$ cat src/rtl/uart_tx_serializer.sv
// 8N1 UART transmitter fed by a small byte FIFO through a valid/ready handshake.
// The FIFO absorbs CPU store bursts while frames go out at CLK_DIV clocks per bit.
module uart_tx_serializer #(
   parameter int CLK_DIV    = 16,
   parameter int FIFO_DEPTH = 16
) (
   input  logic                          i_clk,
   input  logic                          i_rst,
   input  logic                          i_tx_valid,
   input  logic [7:0]                    i_tx_data,
   output logic                          o_tx_ready,
   output logic                          o_txd,
   output logic                          o_busy,
   output logic [$clog2(FIFO_DEPTH):0]   o_fifo_level
);

   localparam int          AW       = $clog2(FIFO_DEPTH);
   localparam logic [15:0] DIV_LAST = 16'(CLK_DIV - 1);

   typedef enum logic [1:0] {IDLE, START, DATA, STOP} state_t;

   state_t      r_state, w_stateNext;
   logic [15:0] r_div, w_divNext;
   logic [2:0]  r_bitIdx, w_bitIdxNext;
   logic [7:0]  r_shift, w_shiftNext;
   logic        r_txd, w_txdNext;

   logic [7:0]  r_mem [FIFO_DEPTH];
   logic [AW:0] r_wrPtr, r_rdPtr;
   logic [AW:0] w_level;
   logic        w_full, w_empty, w_push, w_pop, w_bitEnd;

   // Pointers carry one extra wrap bit so full and empty are distinguishable
   assign w_level  = r_wrPtr - r_rdPtr;
   assign w_empty  = (r_wrPtr == r_rdPtr);
   assign w_full   = (r_wrPtr[AW-1:0] == r_rdPtr[AW-1:0]) && (r_wrPtr[AW] != r_rdPtr[AW]);
   assign w_push   = i_tx_valid && !w_full;
   assign w_bitEnd = (r_div == DIV_LAST);

   always_ff @(posedge i_clk) begin
      if (w_push) begin
         r_mem[r_wrPtr[AW-1:0]] <= i_tx_data;
      end
   end

   always_ff @(posedge i_clk or posedge i_rst) begin
      if (i_rst) begin
         r_wrPtr <= '0;
         r_rdPtr <= '0;
      end else begin
         if (w_push) begin
            r_wrPtr <= r_wrPtr + (AW+1)'(1);
         end
         if (w_pop) begin
            r_rdPtr <= r_rdPtr + (AW+1)'(1);
         end
      end
   end

   always_ff @(posedge i_clk or posedge i_rst) begin
      if (i_rst) begin
         r_state  <= IDLE;
         r_div    <= '0;
         r_bitIdx <= '0;
         r_shift  <= '0;
         r_txd    <= 1'b1;
      end else begin
         r_state  <= w_stateNext;
         r_div    <= w_divNext;
         r_bitIdx <= w_bitIdxNext;
         r_shift  <= w_shiftNext;
         r_txd    <= w_txdNext;
      end
   end

   // STOP pops the next byte on its final cycle so consecutive frames have no idle gap
   always_comb begin
      w_stateNext  = r_state;
      w_divNext    = r_div;
      w_bitIdxNext = r_bitIdx;
      w_shiftNext  = r_shift;
      w_pop        = 1'b0;
      case (r_state)
         IDLE: begin
            if (!w_empty) begin
               w_pop       = 1'b1;
               w_shiftNext = r_mem[r_rdPtr[AW-1:0]];
               w_divNext   = '0;
               w_stateNext = START;
            end
         end
         START: begin
            if (w_bitEnd) begin
               w_divNext    = '0;
               w_bitIdxNext = '0;
               w_stateNext  = DATA;
            end else begin
               w_divNext = r_div + 16'd1;
            end
         end
         DATA: begin
            if (w_bitEnd) begin
               w_divNext    = '0;
               w_shiftNext  = {1'b0, r_shift[7:1]};
               w_bitIdxNext = r_bitIdx + 3'd1;
               if (r_bitIdx == 3'd7) begin
                  w_stateNext = STOP;
               end
            end else begin
               w_divNext = r_div + 16'd1;
            end
         end
         STOP: begin
            if (w_bitEnd) begin
               w_divNext = '0;
               if (!w_empty) begin
                  w_pop       = 1'b1;
                  w_shiftNext = r_mem[r_rdPtr[AW-1:0]];
                  w_stateNext = START;
               end else begin
                  w_stateNext = IDLE;
               end
            end else begin
               w_divNext = r_div + 16'd1;
            end
         end
         default: w_stateNext = IDLE;
      endcase

      // Line level is computed from the upcoming state so o_txd can be a flop
      case (w_stateNext)
         START:   w_txdNext = 1'b0;
         DATA:    w_txdNext = w_shiftNext[0];
         default: w_txdNext = 1'b1;
      endcase
   end

   assign o_txd        = r_txd;
   assign o_tx_ready   = !w_full;
   assign o_fifo_level = w_level;
   assign o_busy       = (r_state != IDLE) || (w_level != '0);

endmodule

$ cat config.mk
export PLATFORM = sky130hd
export DESIGN_NAME = uart_tx_serializer
export DESIGN_NICKNAME = d
export VERILOG_FILES = /design/src/rtl/uart_tx_serializer.sv
export SDC_FILE = /design/constraint.sdc
export NUM_CORES = 1
export LEC_CHECK = 0
export CORE_MARGIN = 1
export CORE_UTILIZATION = 61
export CTS_BUF_LIST = sky130_fd_sc_hd__clkbuf_8 sky130_fd_sc_hd__clkbuf_16
export CTS_CLUSTER_DIAMETER = 50
export CTS_CLUSTER_SIZE = 8
export DETAILED_ROUTE_END_ITERATION = 10
export PLACE_DENSITY = 0.84
export SLEW_MARGIN = 0
export SYNTH_ARGS = -nofsm -noshare
export SYNTH_HDL_FRONTEND = slang
export SYNTH_SLANG_ARGS = --single-unit
$ cat constraint.sdc
create_clock -name i_clk -period 4.3 [get_ports i_clk]
set_clock_uncertainty 0.1 [all_clocks]
set_input_delay 0.86 -clock i_clk [delete_from_list [all_inputs] [get_ports i_clk]]
set_output_delay 0.86 -clock i_clk [all_outputs]
set_load 0.03 [all_outputs]
==> results of run 1 <==
sequential cells by signal (all words and copies together) (netlist names):
| name | flops |
|---|---|
| o_txd | 1 |
| r_mem | 128 |
| r_div | 16 |
| r_bitIdx | 3 |
| r_state | 2 |
| r_wrPtr | 5 |
| r_rdPtr | 5 |
| r_shift | 8 |
power by group through the flow:
stage | clock network, mW | registers, mW | logic, mW
2_1_floorplan | 0 | 1.96 | 0.419
3_3_place_gp | 0 | 1.98 | 0.615
3_5_place_dp | 0 | 2.00 | 0.639
4_1_cts | 1.44 | 1.97 | 0.644
5_1_grt | 1.51 | 1.98 | 0.683
6_report | 1.42 | 1.97 | 0.643
metal layers:
layer	track usage	up-vias	share of wire
li1	-	1876	-
met1	0.323	2073	0.39
met2	0.454	172	0.52
met3	0.0719	33	0.061
met4	0.123	0	0.030
met5	0	-	0
area by class of cell:
| type | count | share of cell area |
|---|---|---|
| Clock inverter | 15 | 0.0158 |
| Sequential cell | 168 | 0.588 |
| Timing Repair Buffer | 33 | 0.0355 |
| Multi-Input combinational cell | 262 | 0.280 |
| Clock buffer | 17 | 0.0516 |
| Tap cell | 143 | 0.0217 |
| Inverter | 16 | 0.00728 |
how the worst min path moves through the flow:
stage	from	endpoint	slack, ps
final	r_wrPtr[4]$_DFFE_PP0P_	r_wrPtr[4]$_DFFE_PP0P_	380
after global routing	r_wrPtr[4]$_DFFE_PP0P_	r_wrPtr[4]$_DFFE_PP0P_	400
after CTS	r_wrPtr[4]$_DFFE_PP0P_	r_wrPtr[4]$_DFFE_PP0P_	390
after detailed placement	r_wrPtr[4]$_DFFE_PP0P_	r_wrPtr[4]$_DFFE_PP0P_	380
after global placement	r_wrPtr[4]$_DFFE_PP0P_	r_wrPtr[4]$_DFFE_PP0P_	370
after floorplan	r_div[15]$_DFFE_PP0P_	r_div[15]$_DFFE_PP0P_	350
through the flow:
step / utilization / hold WS, ps
global route: 0.713 / 398
detailed placement: 0.665 / 376
finish: 0.713 / 385
CTS: 0.713 / 388
global placement: 0.665 / 373
floorplan: - / 352
cell families (layout without fill, tap and decap cells):
kind of cell	count (synthesis)	count (layout)	synth area share
simple gates	115	115	0.0734
compound gates	69	69	0.0603
xor+xnor	16	16	0.0191
flops	168	168	0.661
mux	43	43	0.129
fa+ha+maj	19	19	0.0335
buf+inv	36	81	0.0232
cell usage in the layout (no fill, tap or decap), drive strengths merged, types with 4 or more instances in the layout:
master	count
clkinv	4
and3	5
mux4	38
a21oi	8
nand2b	5
buf	15
ha	18
dfrtp	39
xnor2	10
edfxtp	128
xor2	6
nor3	7
nand4	7
clkbuf	17
a41oi	5
nand3	5
nand2	46
o21ai	32
nor2	26
clkdlybuf4s50	18
inv	24
==> impl_metrics.toml, run 1 <==
[floorplan]
dieHeight_um = 112
core_area_um2 = 11600
dieArea_um2 = 12500
die_x_um = 112
io-pin-count = 19
start_util = 0.634
std_cell_rows = 39

[clock_tree]
cts_setup_buffers = 0
clock-root-buffer = "clkbuf_16"
tritoncts = "done"
cts_resized = 0
path_clk_slew_ps = 60
clock_latency_ps = 430
htree_levels = 4
cts_inserted_buffers = 17
clockBufferDepth = 2
clock_sinks = 168
cts_hold_buffers = 0

[setup_path]
crit_arrival_ps = 3190
slowest_stage = "clkdlybuf4s50_1"
crit_buf_inv = 3
crit_chain = "inv_1 > ha_1 > fa_1 > inv_1 > a21o_1 > a21oi_1 > xor2_1 > or4_1 > clkdlybuf4s50_1"
worstPathMaxFanout = 4
crit_type = "flip-flop to output pin"
crit_family = "buffers and inverters"
ff2ff_path_depth = 8
crit_top_cell = "inv_1"
endpoint_kind = "output pin"
crit_start = "r_wrPtr[0]$_DFFE_PP0P_"
cp-endpoint = "o_busy"
rr_startpoint = "r_rdPtr[1]$_DFFE_PP0P_"
r2r-end = "r_mem[14][6]$_DFFE_PP_"
cp_num_cells = 9
cp_data_required_time_ps = 3340
worst_path_largest_cell_delay_ps = 610
r2r_slack_ps = 1120
cp-start-kind = "flip-flop"

[layout]
finalNetCount = 528
fin_area_um2 = 8250
area.sequential_um2 = 4850
fin_cells = 654
drive_above_1_share = 0.159
areaGrowthSynthToFinish_pct = 12.5
n_fill_cell = 694
multiInputGateArea_um2 = 2310
diodes = 0

[synth]
yosysSeqAreaShare = 0.661
synth_top_area_cell = "edfxtp_1"
synth_most_common_cell = "edfxtp_1"
netlist_instances = 466
synth_edf_count = 128
synthTopCellsByArea = "edfxtp_1 52%, dfrtp_1 13%, mux4_2 8.6%"
async_flop_share = 0.238
avgSynthCellArea_um2 = 15.7
netlist_top_cells_count = "128 x edfxtp_1, 46 x nand2_1, 39 x dfrtp_1"
synth_area_um2 = 7330
yosysWarnings = 0
synth_cell_types = 52
synth-seq-cells = 168
synthFlopType = "edfxtp_1"
synth_fp_nets = 496
synth_top_area_frac = 0.525

[drt]
ant_nets = 0
wl_per_cell_um = 23.0
routed_via_density = 6.35
drc_errors = 2
via_count = 4154
first_iter_violations = 494
drtPass1Iterations = 8
routed_wl_um = 15000

[global_routing]
overflow = 0
grt_pass1_vias = 4303
grt_start_max_net_pins = 37
grt_pass1_wl_um = 23600
grt_antenna_before_repair = 0
track_usage = 0.268

[place]
place_worst_setup_slack_ps = 603
io_buffers = 18
dp_hpwl_um = 9280
gp_congestion = 0.835
dp_cells = 622
postPlaceCellArea_um2 = 7690

[timing]
hold_viol_final = 0
period_share = 0.966
fmax_mhz = 241
maxSlewHeadroom = 0.291
tightestPinTransition_ps = 1060
maxSlewViolCount = 0
setup_tns_ps = 0
rsz0062_at_grt = "no"
setup_slack_ps = 147
finalCriticalPeriod_ps = 4150
setup_viol = 0

[min_path]
hp-class = "flip-flop to flip-flop"
min_path_cells = 1

[power_and_ir_drop]
p_total_mw = 4.04
swShare = 0.271
p_seq_frac = 0.488
power.share.combinational = 0.159
switchingPower_mw = 1.09
ir_drop_mv = 0.498
p_int_mw = 2.94
p_leak_nw = 2.93
power.density_nw_per_um2 = 490
p_clk_frac = 0.353

[status]
outcome = "complete, but fails checks"
violations = "design-rule violations"

[flow_run]
maxCapViolCount = 0
Note: power is estimated with default switching activity, not from simulation.
==> run 2: changes to the inputs <==
--- a/config.mk
+++ b/config.mk
@@ -6,12 +6,13 @@
 export NUM_CORES = 1
 export LEC_CHECK = 0
 export CORE_MARGIN = 1
-export CORE_UTILIZATION = 61
+export CORE_UTILIZATION = 55
 export CTS_BUF_LIST = sky130_fd_sc_hd__clkbuf_8 sky130_fd_sc_hd__clkbuf_16
 export CTS_CLUSTER_DIAMETER = 50
 export CTS_CLUSTER_SIZE = 8
 export DETAILED_ROUTE_END_ITERATION = 10
-export PLACE_DENSITY = 0.84
+export PLACE_DENSITY = 0.8
+export SETUP_SLACK_MARGIN = 0.1
 export SLEW_MARGIN = 0
 export SYNTH_ARGS = -nofsm -noshare
 export SYNTH_HDL_FRONTEND = slang
==> constraint.sdc (replaced) <==
create_clock -name i_clk -period 3.5 [get_ports i_clk]
set_clock_uncertainty 0.1 [all_clocks]
set_input_delay 0.7 -clock i_clk [delete_from_list [all_inputs] [get_ports i_clk]]
set_output_delay 0.7 -clock i_clk [all_outputs]
set_load 0.03 [all_outputs]
==> run 2 against run 1 <==
The run now ends clean. Count of clock-buffer cells in the layout did not move. Final area grew 2.1%. Die area grew 11%. Register-to-register slack worse by 430 ps. Sequential power rose by 21%. Final cell count rose by 6.6%. Global-route usage fell by 3.8 points.
==> impl_metrics.toml, run 2 (synthesized netlist as in run 1, its figures left out) <==
[setup_path]
ff2ff_path_depth = 7
crit_buf_inv = 3
cp_num_cells = 9
endpoint_kind = "output pin"
crit_chain = "inv_1 > ha_1 > fa_2 > inv_1 > a21o_1 > a21oi_1 > xor2_1 > or4_4 > buf_6"
crit_family = "adder cells"
worst_path_largest_cell_delay_ps = 450
slowest_stage = "or4_4"
cp-start-kind = "flip-flop"
crit_top_cell = "inv_1"
crit_arrival_ps = 2430
crit_type = "flip-flop to output pin"
r2r_slack_ps = 690
worstPathMaxFanout = 2
cp_data_required_time_ps = 2700

[drt]
drc_errors = 0
wl_per_cell_um = 21.3
drtPass1Iterations = 5
routed_wl_um = 14800
first_iter_violations = 437
routed_via_density = 6.00
via_count = 4185
ant_nets = 0

[place]
gp_congestion = 0.811
io_buffers = 18
postPlaceCellArea_um2 = 7820
place_worst_setup_slack_ps = 56.5
dp_hpwl_um = 9450

[clock_tree]
tritoncts = "done"
clock_sinks = 168
cts_inserted_buffers = 17
htree_levels = 4
clock-root-buffer = "clkbuf_16"
clock_latency_ps = 440
path_clk_slew_ps = 70
clockBufferDepth = 2
cts_hold_buffers = 0

[layout]
largest_reg_flops = 128
fin_area_um2 = 8420
layout_common_cells = "128 x edfxtp_1, 46 x nand2_1, 38 x dfrtp_1"
finalNetCount = 542
layout_commonest_cell = "edfxtp_1"
diodes = 0
areaGrowthSynthToFinish_pct = 14.9
drive_above_1_share = 0.198

[timing]
period_share = 0.923
rsz0062_at_grt = "no"
setup_slack_ps = 268
maxSlewViolCount = 0
setup_tns_ps = 0
hold_ws_ps = 394
tightestPinTransition_ps = 656
hold_viol_final = 0
fmax_mhz = 309
finalCriticalPeriod_ps = 3230
maxSlewHeadroom = 0.562
setup_viol = 0

[floorplan]
die_x_um = 117
io-pin-count = 19
start_util = 0.571
dieArea_um2 = 13800
core_area_um2 = 12800
dieHeight_um = 117
std_cell_rows = 41

[power_and_ir_drop]
power.density_nw_per_um2 = 602
ir_drop_mv = 0.500
p_total_mw = 5.07
p_leak_nw = 3.01

[status]
outcome = "finished clean"

[flow_run]
maxCapViolCount = 0

[global_routing]
grt_antenna_before_repair = 0
grt_pass1_wl_um = 23000
overflow = 0
track_usage = 0.229
grt_start_max_net_pins = 37
grt_pass1_vias = 4227

[min_path]
min_path_cells = 1
hp-class = "flip-flop to flip-flop"
## run 2: cell count changes in the layout (fill, tap and decap cells not counted)
| cell | change |
|---|---|
| fa_2 | +1 |
| inv_6 | +1 |
| buf_6 | +1 |
| clkinv_4 | -1 |
| bufinv_16 | -1 |
| or4_4 | +1 |
| fa_1 | -1 |
| clkinv_8 | +4 |
| inv_1 | -4 |
| or4_1 | -1 |
| clkdlybuf4s50_1 | -3 |
| inv_8 | +1 |
| buf_4 | +16 |
## run 2: final timing paths
check | from | endpoint
max | r_wrPtr[0]$_DFFE_PP0P_ | o_busy
max reg2reg | r_wrPtr[3]$_DFFE_PP0P_ | r_mem[5][4]$_DFFE_PP_
min in group asynchronous | i_rst | r_div[15]$_DFFE_PP0P_
min | r_wrPtr[4]$_DFFE_PP0P_ | r_wrPtr[4]$_DFFE_PP0P_
max in group asynchronous | i_rst | r_shift[1]$_DFFE_PP0P_
min reg2reg | r_wrPtr[4]$_DFFE_PP0P_ | r_wrPtr[4]$_DFFE_PP0P_
## run 2: metrics by stage
| step | util | instances |
|---|---|---|
| after floorplan | - | 466 |
| after global placement | 0.610 | 664 |
| after detailed placement | 0.610 | 664 |
| after CTS | 0.656 | 696 |
| after global routing | 0.657 | 697 |
| final | 0.657 | 697 |
## run 2: metal layers
metal	global-route usage	wire length (um)
met1	0.282	6050
met4	0.108	402
met5	0	0
met3	0.0545	773
met2	0.383	7610
## run 2: area by class of cell
type                    instances  area (um^2)
flip-flops and latches        168         4850
fillers                       868         4400
multi-input cells             262         2320
clock buffers                  17          425
repair buffers                 47          394
well taps                     172          215
clock inverters                15          161
inverters                      16         60.1
## run 2: worst register-to-register path: cells and delay by family, from the launching register on
kind,cells,cell delay (ps)
adder cells (fa/ha/maj),1,410
AND/OR/NAND/NOR,5,1250
buffers and inverters,1,260
flip-flops,1,510
## run 2: power breakdown
group / switching (mW) / internal [mW] / total (mW) / leakage, nW
clock: 0.848 / 0.950 / 1.80 / 0.279
combinational: 0.533 / 0.343 / 0.877 / 1.06
sequential: 0.0617 / 2.33 / 2.39 / 1.67
total: 1.44 / 3.62 / 5.07 / 3.01
## run 2: timing repair
item,CTS,global route
setup endpoints to repair,1,1
gates resized for setup,8,1
buffers inserted,0,1
pin swaps,0,1
==> run 3: changes to the inputs <==
--- a/config.mk
+++ b/config.mk
@@ -6,12 +6,13 @@
 export NUM_CORES = 1
 export LEC_CHECK = 0
 export CORE_MARGIN = 1
-export CORE_UTILIZATION = 55
+export CORE_UTILIZATION = 66
 export CTS_BUF_LIST = sky130_fd_sc_hd__clkbuf_8 sky130_fd_sc_hd__clkbuf_16
 export CTS_CLUSTER_DIAMETER = 50
 export CTS_CLUSTER_SIZE = 8
 export DETAILED_ROUTE_END_ITERATION = 10
-export PLACE_DENSITY = 0.8
+export MAX_ROUTING_LAYER = met4
+export PLACE_DENSITY = 0.89
 export SETUP_SLACK_MARGIN = 0.1
 export SLEW_MARGIN = 0
 export SYNTH_ARGS = -nofsm -noshare
==> constraint.sdc (replaced) <==
create_clock -name i_clk -period 4.2 [get_ports i_clk]
set_clock_uncertainty 0.1 [all_clocks]
set_input_delay 0.84 -clock i_clk [delete_from_list [all_inputs] [get_ports i_clk]]
set_output_delay 0.84 -clock i_clk [all_outputs]
set_load 0.03 [all_outputs]
==> run 3 against run 2 <==
Via count is 3.5% higher. Power is 17% lower. Combinational power is 22% lower. Sequential power is 15% lower. Routed wire length is 8.9% higher. Sequential share of layout area is 1.2 points higher. Die area is 16% lower. Register-to-register slack better by 280 ps. Critical endpoint is now o_fifo_level[4]. Largest power group unchanged. Highest routed layer unchanged.
==> impl_metrics.toml, run 3 (synthesized netlist as in run 1, its figures left out) <==
[power_and_ir_drop]
p_clk_frac = 0.360
p_seq_frac = 0.479
swShare = 0.289
p_int_mw = 3.01
p_leak_nw = 2.91
power.density_nw_per_um2 = 513
ir_drop_mv = 0.507
p_total_mw = 4.23
power.share.combinational = 0.161
switchingPower_mw = 1.22

[layout]
layout_commonest_cell = "edfxtp_1"
drive_above_1_share = 0.165
fin_area_um2 = 8250
areaGrowthSynthToFinish_pct = 12.5
fin_cells = 649
layout_common_cells = "128 x edfxtp_1, 46 x nand2_1, 38 x dfrtp_1"
postLayoutCoreUtil = 0.761
largest_reg_flops = 128
diodes = 0
finalNetCount = 526

[global_routing]
overflow = 0
grt_antenna_before_repair = 0
grt_start_max_net_pins = 37
track_usage = 0.326
grt_pass1_vias = 4417
grt_pass1_wl_um = 25300

[clock_tree]
cts_inserted_buffers = 17
htree_levels = 4
clock-root-buffer = "clkbuf_8"
clock_sinks = 168
tritoncts = "done"
path_clk_slew_ps = 70
clockBufferDepth = 2
cts_hold_buffers = 0
clock_latency_ps = 550

[place]
dp_cells = 617
dp_hpwl_um = 9750
postPlaceCellArea_um2 = 7670
io_buffers = 18
place_worst_setup_slack_ps = 567
gp_congestion = 0.880

[drt]
drc_errors = 0
routed_via_density = 6.67
via_count = 4331
first_iter_violations = 452
routed_wl_um = 16200
ant_nets = 0
drtPass1Iterations = 6
wl_per_cell_um = 24.9

[timing]
period_share = 0.924
maxSlewHeadroom = 0.246
maxSlewViolCount = 0
setup_viol = 0
tightestPinTransition_ps = 1130
setup_slack_ps = 321
fmax_mhz = 258
setup_tns_ps = 0
finalCriticalPeriod_ps = 3880
hold_ws_ps = 401
rsz0062_at_grt = "no"
hold_viol_final = 0

[floorplan]
io-pin-count = 19
start_util = 0.676
std_cell_rows = 38
dieArea_um2 = 11500
die_x_um = 107
dieHeight_um = 107
core_area_um2 = 10800

[min_path]
hp-class = "flip-flop to flip-flop"
hold_start = "r_wrPtr[4]$_DFFE_PP0P_"
min_to = "r_wrPtr[4]$_DFFE_PP0P_"
min_path_cells = 1

[setup_path]
crit_chain = "inv_1 > ha_1 > fa_1 > inv_1 > a21o_1 > a21oi_1 > xor2_1 > clkdlybuf4s50_1"
cp_data_required_time_ps = 3260
crit_buf_inv = 3
r2r_slack_ps = 970
cp_num_cells = 8
crit_arrival_ps = 2940
crit_top_cell = "inv_1"
ff2ff_path_depth = 7
worst_path_largest_cell_delay_ps = 710
crit_family = "buffers and inverters"
r2r-end = "r_mem[12][6]$_DFFE_PP_"
worstPathMaxFanout = 4
crit_type = "flip-flop to output pin"
rr_startpoint = "r_rdPtr[1]$_DFFE_PP0P_"
slowest_stage = "clkdlybuf4s50_1"
endpoint_kind = "output pin"
cp-start-kind = "flip-flop"

[flow_run]
maxCapViolCount = 0

[status]
outcome = "finished clean"
run 3: final cells by class:
class                           count  area (um^2)
Sequential cell                   168         4850
Fill cell                         562         2590
Multi-Input combinational cell    262         2310
Clock buffer                       17          414
Timing Repair Buffer               31          273
Tap cell                          140          175
Clock inverter                     15          166
Inverter                           16         60.1
run 3: how the worst max path moves through the flow:
stage                      startpoint  slack, ps                     to
3_3_place_gp   r_wrPtr[0]$_DFFE_PP0P_        650                 o_busy
5_1_grt        r_wrPtr[0]$_DFFE_PP0P_        190                 o_busy
6_report       r_wrPtr[0]$_DFFE_PP0P_        320        o_fifo_level[4]
4_1_cts        r_wrPtr[0]$_DFFE_PP0P_        150                 o_busy
3_5_place_dp   r_wrPtr[0]$_DFFE_PP0P_        570                 o_busy
2_1_floorplan  r_rdPtr[3]$_DFFE_PP0P_        830  r_mem[3][0]$_DFFE_PP_
run 3: power by group through the flow:
stage	Combinational (mW)	Sequential, mW	Clock, mW
final	0.681	2.02	1.52
after global routing	0.718	2.03	1.61
after CTS	0.672	2.02	1.53
after detailed placement	0.652	2.05	0
after global placement	0.624	2.03	0
after floorplan	0.429	2.01	0
run 3: layer usage:
layer,GRT usage,part of all wire,up-vias
met5,-,0,-
met2,0.522,0.52,243
li1,-,-,1861
met3,0.0787,0.072,60
met4,0.144,0.038,0
met1,0.399,0.37,2167
run 3: timing repair:
item | 4_1_cts | 5_1_grt
endpoints found under the setup margin | 1 | 1
setup buffers | 0 | 0
gates resized for setup | 1 | 2
